**src/rtl/shape_pkg.sv**
```systemverilog
// Shared definitions for the shape scheduler: shape codes, FSM state
// encoding and the index-to-enable decode used by the scheduler.
package shape_pkg;

  localparam logic [1:0] SHAPE_CIRCLE = 2'd0;
  localparam logic [1:0] SHAPE_EIGHT  = 2'd1;
  localparam logic [1:0] SHAPE_SQUARE = 2'd2;
  localparam logic [1:0] SHAPE_SOLID  = 2'd3;

  typedef enum logic {
    ST_BLANK = 1'b0,
    ST_RUN   = 1'b1
  } state_e;

  // Decode a shape index into the one-hot enable presented to the pulse mux.
  function automatic logic [3:0] idx_to_onehot(input logic [1:0] idx);
    logic [3:0] oh;
    case (idx)
      SHAPE_CIRCLE: oh = 4'b0001;
      SHAPE_EIGHT:  oh = 4'b0010;
      SHAPE_SQUARE: oh = 4'b0100;
      SHAPE_SOLID:  oh = 4'b1000;
      default:      oh = 4'b0000;
    endcase
    return oh;
  endfunction

endpackage

```
**src/rtl/btn_debounce.sv**
```systemverilog
// Push-button conditioner: two-flop synchroniser, stability counter and a
// single-cycle pulse on each accepted press (0->1 of the stable level).
module btn_debounce #(
  parameter int DEBOUNCE_CYCLES = 500_000
) (
  input  logic sysclk,
  input  logic sys_rst_n,
  input  logic raw,
  output logic press_pulse
);

  localparam int DB_W = (DEBOUNCE_CYCLES > 1) ? $clog2(DEBOUNCE_CYCLES) : 1;
  localparam logic [DB_W-1:0] DB_ZERO = DB_W'(0);
  localparam logic [DB_W-1:0] DB_ONE  = DB_W'(1);
  localparam logic [DB_W-1:0] DB_LAST = DB_W'(DEBOUNCE_CYCLES - 1);

  logic [1:0]      sync_q, sync_d;
  logic            stable_q, stable_d;
  logic [DB_W-1:0] cnt_q, cnt_d;
  logic            pulse_q, pulse_d;

  // Next-state: count while the synchronised level disagrees with the stable one.
  always_comb begin
    sync_d   = {sync_q[0], raw};
    stable_d = stable_q;
    cnt_d    = DB_ZERO;
    pulse_d  = 1'b0;
    if (sync_q[1] != stable_q) begin
      if (cnt_q == DB_LAST) begin
        stable_d = sync_q[1];
        cnt_d    = DB_ZERO;
        // Only a rising stable level is a press; release is silent.
        pulse_d  = sync_q[1];
      end else begin
        cnt_d    = cnt_q + DB_ONE;
      end
    end else begin
      cnt_d = DB_ZERO;
    end
  end

  // Register synchroniser, stable level, counter and the press pulse.
  always_ff @(posedge sysclk or negedge sys_rst_n) begin
    if (!sys_rst_n) begin
      sync_q   <= 2'b00;
      stable_q <= 1'b0;
      cnt_q    <= DB_ZERO;
      pulse_q  <= 1'b0;
    end else begin
      sync_q   <= sync_d;
      stable_q <= stable_d;
      cnt_q    <= cnt_d;
      pulse_q  <= pulse_d;
    end
  end

  assign press_pulse = pulse_q;

endmodule

```
**src/rtl/shape_scheduler.sv**
```systemverilog
// Sequences the four XY shape generators through a one-hot enable bus,
// with an all-zero blanking gap between shapes. Advances on a dwell timer
// (auto mode) or on a debounced button press.
module shape_scheduler
  import shape_pkg::*;
#(
  parameter int DWELL_CYCLES    = 50_000_000,
  parameter int BLANK_CYCLES    = 1_000,
  parameter int DEBOUNCE_CYCLES = 500_000
) (
  input  logic       sysclk,
  input  logic       sys_rst_n,
  input  logic       btn_next_raw,
  input  logic       auto_mode,
  input  logic       pause,
  output logic [3:0] enable_sw,
  output logic [1:0] shape_idx,
  output logic       blanking
);

  localparam int DW_W = (DWELL_CYCLES > 1) ? $clog2(DWELL_CYCLES) : 1;
  localparam int BL_W = (BLANK_CYCLES > 1) ? $clog2(BLANK_CYCLES) : 1;
  localparam logic [DW_W-1:0] DW_ZERO = DW_W'(0);
  localparam logic [DW_W-1:0] DW_ONE  = DW_W'(1);
  localparam logic [DW_W-1:0] DW_LAST = DW_W'(DWELL_CYCLES - 1);
  localparam logic [BL_W-1:0] BL_ZERO = BL_W'(0);
  localparam logic [BL_W-1:0] BL_ONE  = BL_W'(1);
  localparam logic [BL_W-1:0] BL_LAST = BL_W'(BLANK_CYCLES - 1);

  // auto_mode and pause are slide switches treated as quasi-static; only the
  // push-button needs synchronising and debouncing.

  logic [1:0]      rst_sync_q, rst_sync_d;
  logic            rst_int_n;
  logic            press_pulse;
  logic            dwell_expire;

  state_e          state_q, state_d;
  logic [BL_W-1:0] blank_cnt_q, blank_cnt_d;
  logic [DW_W-1:0] dwell_q, dwell_d;
  logic [1:0]      idx_q, idx_d;
  logic [3:0]      en_q, en_d;
  logic            blanking_q, blanking_d;

  // Reset release shifts in ones so deassertion is aligned to sysclk.
  always_comb begin
    rst_sync_d = {rst_sync_q[0], 1'b1};
  end

  // Reset synchroniser: asserts asynchronously, releases after two edges.
  always_ff @(posedge sysclk or negedge sys_rst_n) begin
    if (!sys_rst_n) begin
      rst_sync_q <= 2'b00;
    end else begin
      rst_sync_q <= rst_sync_d;
    end
  end

  assign rst_int_n = rst_sync_q[1];

  btn_debounce #(
    .DEBOUNCE_CYCLES (DEBOUNCE_CYCLES)
  ) u_btn_debounce (
    .sysclk      (sysclk),
    .sys_rst_n   (rst_int_n),
    .raw         (btn_next_raw),
    .press_pulse (press_pulse)
  );

  assign dwell_expire = auto_mode && !pause && (dwell_q == DW_LAST);

  // FSM next-state, counters and output values; outputs are precomputed so
  // the registered enable never shows two bits or a stale shape.
  always_comb begin
    state_d     = state_q;
    blank_cnt_d = blank_cnt_q;
    dwell_d     = dwell_q;
    idx_d       = idx_q;
    en_d        = en_q;
    blanking_d  = blanking_q;
    case (state_q)
      ST_BLANK: begin
        en_d       = 4'b0000;
        blanking_d = 1'b1;
        dwell_d    = DW_ZERO;
        // A press arriving here is intentionally ignored (not queued).
        if (blank_cnt_q == BL_LAST) begin
          state_d     = ST_RUN;
          blank_cnt_d = BL_ZERO;
          en_d        = idx_to_onehot(idx_q);
          blanking_d  = 1'b0;
        end else begin
          blank_cnt_d = blank_cnt_q + BL_ONE;
        end
      end
      ST_RUN: begin
        blank_cnt_d = BL_ZERO;
        en_d        = idx_to_onehot(idx_q);
        blanking_d  = 1'b0;
        // Expiry and press together still give a single advance.
        if (dwell_expire || press_pulse) begin
          state_d    = ST_BLANK;
          idx_d      = idx_q + 2'd1;
          dwell_d    = DW_ZERO;
          en_d       = 4'b0000;
          blanking_d = 1'b1;
        end else if (!auto_mode) begin
          dwell_d = DW_ZERO;
        end else if (!pause) begin
          dwell_d = dwell_q + DW_ONE;
        end else begin
          dwell_d = dwell_q;
        end
      end
      default: begin
        state_d     = ST_BLANK;
        blank_cnt_d = BL_ZERO;
        dwell_d     = DW_ZERO;
        en_d        = 4'b0000;
        blanking_d  = 1'b1;
      end
    endcase
  end

  // Scheduler state and registered outputs.
  always_ff @(posedge sysclk or negedge rst_int_n) begin
    if (!rst_int_n) begin
      state_q     <= ST_BLANK;
      blank_cnt_q <= BL_ZERO;
      dwell_q     <= DW_ZERO;
      idx_q       <= SHAPE_CIRCLE;
      en_q        <= 4'b0000;
      blanking_q  <= 1'b1;
    end else begin
      state_q     <= state_d;
      blank_cnt_q <= blank_cnt_d;
      dwell_q     <= dwell_d;
      idx_q       <= idx_d;
      en_q        <= en_d;
      blanking_q  <= blanking_d;
    end
  end

  assign enable_sw = en_q;
  assign shape_idx = idx_q;
  assign blanking  = blanking_q;

endmodule
```
**config.mk**
```make
export PLATFORM = sky130hd
export DESIGN_NAME = shape_scheduler
export DESIGN_NICKNAME = d
export VERILOG_FILES = /design/src/rtl/shape_pkg.sv /design/src/rtl/btn_debounce.sv /design/src/rtl/shape_scheduler.sv
export SDC_FILE = /design/constraint.sdc
export NUM_CORES = 1
export LEC_CHECK = 0
export ABC_CLOCK_PERIOD_IN_PS = 2800
export CAP_MARGIN = 15
export CORE_AREA = 2 2 110 112
export CTS_CLUSTER_SIZE = 8
export DETAILED_ROUTE_END_ITERATION = 7
export DIE_AREA = 0 0 112 114
export HOLD_SLACK_MARGIN = 0.06
export PLACE_DENSITY = 0.42
export SLEW_MARGIN = 20
export SYNTH_ARGS = -nofsm -noshare
export SYNTH_HDL_FRONTEND = slang
export SYNTH_HIERARCHICAL = 1
export SYNTH_SLANG_ARGS = --single-unit
```
**constraint.sdc**
```tcl
create_clock -name sysclk -period 2.8 [get_ports sysclk]
set_clock_uncertainty 0.15 [all_clocks]
set_input_delay 0.56 -clock sysclk [delete_from_list [all_inputs] [get_ports sysclk]]
set_output_delay 0.56 -clock sysclk [all_outputs]
set_load 0.01 [all_outputs]
```
==> impl_metrics.toml <==
[finish]
areaGrowthSynthToFinish_pct = 18.48
stdcell_count = 505
fin_nets = 367
layout-drive-gt1-share = 0.1089
layout_common_cells = "dfrtp_1, nor2_1, xor2_1, nand2_1, nand4_1"
diodes = 0
final_common_cell = "dfrtp_1"
multiInputGateArea_um2 = 1579
fillCellCount = 1229
fin_util = 0.3432
regArea_um2 = 1729

[cts]
cts_buffers = 9
postCtsSetupBuffers = 0
cts_sinks = 69
root_buffer = "clkbuf_16"
insertion_delay_ns = 0.33
cts_tree = "built"
cts_resized = 0
ctsHoldBuffers = 0
htree_levels = 3
clk_pin_slew_ns = 0.05
cts_buffer_depth = 2

[power_and_ir_drop]
p_per_area_nw_per_um2 = 527.6
p_leak_nw = 1.627
vdd_drop_max_mv = 0.2703

[critical_path]
required_ns = 2.87
cp_max_fo = 6
arrival_ns = 2.44
worstReg2RegEnd = "enable_sw[3]$_DFF_PN0_"
cp-start-kind = "input port"
endpoint = "enable_sw[3]$_DFF_PN0_"
r2r_cells = 5
crit_type = "in2reg"
reg2reg_slack_ns = 0.61
r2r-start = "dwell_q[16]$_DFFE_PN0P_"
cp-startpoint = "auto_mode"
worstSetupEndpointType = "register"

[floorplanning]
coreArea_um2 = 11710
io_pins = 12
rows = 40
die_height_um = 114
dieArea_um2 = 12770
start_util = 0.2896
die_w_um = 112

[synthesis]
synth-main-ff-cell = "dfrtp_1"
syn_nets = 343
ys_seq_area_frac = 0.5094
ys_types = 49
netlist_instances = 330
synth_area_um2 = 3392
synth_seq_cells = 69
avgSynthCellArea_um2 = 10.28
synth_warnings = 6
synth_edf_count = 0
synthArstFlopShare = 1.000

[outcome]
status = "finished, final reports clean"

[sta]
hold_slack_ns = 0.1221
slew_headroom = 0.6052
setup_violations = 0
fin_crit_sh = 0.8492
slew_violations = 0
grt_setup_unrepaired = "false"
final.setup.tns_ns = 0
min_period_ns = 2.378
tightest_slew_ns = 0.5867
fmax_mhz = 420.6
hold_viol = 0

[global_route]
grt_pass1_vias = 2409
grt_usage = 0.1242
grt-ovfl-total = 0
antenna_found_initial = 0
grt_max_degree = 68
grt_pass1_wl_um = 12480

[drt]
drtIter0Drc = 108
drt_wl_total_um = 7127
wl_met2_um = 3237
vias = 2411
drt.antenna.violating_nets = 0
met1_length_um = 3522
drc = 0
via_per_inst = 4.774
wl_per_cell_um = 14.11
wl_met3_um = 228
top_layer_used = "met4"
dr.pass1.iters = 4

[place]
io_buffers = 11
hpwl_um = 4712
routabilityCongestion = 0.7341
dp_cells = 490

[min_path]
min_path_type = "reg2async"

[run]
maxCapViolations = 0
## worst max-delay path, stage by stage
cell and delay [ns]:
clkdlybuf4s50_1 0.49, or4b_4 0.48, nor4_4 0.31, a31o_2 0.25, a21boi_1 0.15, and2_1 0.20
## logic make-up (layout without fill, tap and decap cells)
group / count (synthesis) / after routing / share of synthesized area
simple gates: 163 / 163 / 0.2601
other cells: 1 / 1 / 0.001106
xor+xnor: 41 / 41 / 0.1059
buf+inv: 18 / 46 / 0.02508
compound gates: 28 / 28 / 0.06234
flops: 69 / 69 / 0.5094
fa+ha+maj: 8 / 8 / 0.02951
mux: 2 / 2 / 0.006639
## layout make-up
| class | instances | area share |
|---|---|---|
| sequential | 69 | 0.4303 |
| multi-input combinational | 243 | 0.3929 |
| clock buffer | 14 | 0.06818 |
| timing repair buffer | 21 | 0.05230 |
| tap | 147 | 0.04577 |
| inverter | 10 | 0.009340 |
| clock inverter | 1 | 0.001245 |
## registers in the layout, indices dropped and copies added, names as in the netlist
signal,flops
enable_sw,4
u_btn_debounce/sync_q,2
shape_idx,2
dwell_q,26
blank_cnt_q,10
u_btn_debounce/stable_q,1
u_btn_debounce/cnt_q,19
u_btn_debounce/press_pulse,1
rst_sync_q,2
blanking,1
state_q,1
## worst min path at each step
stage / to / slack (ns) / depth (start not counted)
after floorplan: rst_sync_q[0]$_DFF_PN0_ / 0.11 / 0
after global placement: enable_sw[1]$_DFF_PN0_ / 0.16 / 1
after detailed placement: dwell_q[9]$_DFFE_PN0P_ / 0.16 / 1
after CTS: dwell_q[11]$_DFFE_PN0P_ / 0.17 / 1
after global routing: dwell_q[9]$_DFFE_PN0P_ / 0.20 / 1
final: dwell_q[11]$_DFFE_PN0P_ / 0.12 / 1
## routing by layer
| metal | GRT usage | vias up |
|---|---|---|
| met5 | 0 | - |
| met4 | 0.05447 | 0 |
| met3 | 0.03932 | 9 |
| met2 | 0.1911 | 25 |
| met1 | 0.1616 | 1170 |
| li1 | - | 1207 |
## Yosys cell counts (4+ instances only)
cell / number / area share
nand2_1: 21 / 0.023
nor3_1: 7 / 0.010
dfrtp_1: 68 / 0.50
and3_1: 5 / 0.0092
xnor2_1: 19 / 0.049
and2_1: 8 / 0.015
nor2_1: 53 / 0.059
a31oi_1: 8 / 0.015
ha_1: 8 / 0.030
nand3_1: 18 / 0.027
inv_1: 10 / 0.011
a21oi_1: 4 / 0.0059
nand4b_1: 5 / 0.013
nand4_1: 20 / 0.037
nor4_1: 6 / 0.011
xor2_1: 22 / 0.057
## where the power goes
part | total (mW) | switching (mW) | internal [mW] | leakage (nW)
logic | 0.0498 | 0.0325 | 0.0173 | 0.574
clock network | 1.06 | 0.393 | 0.666 | 0.139
registers | 1.01 | 0.00704 | 1.00 | 0.914
## metrics by stage
stage | area, um2 | worst slack (ns) | power, mW
4_1_cts | 4019 | 0.4224 | 2.164
5_1_grt | 4019 | 0.3194 | 2.217
2_1_floorplan | 3392 | 0.5881 | 1.056
3_3_place_gp | 3740 | 0.09444 | 1.082
6_report | 4019 | 0.4223 | 2.120
3_5_place_dp | 3740 | 0.08283 | 1.082
Note: power is estimated with default switching activity, not from simulation.
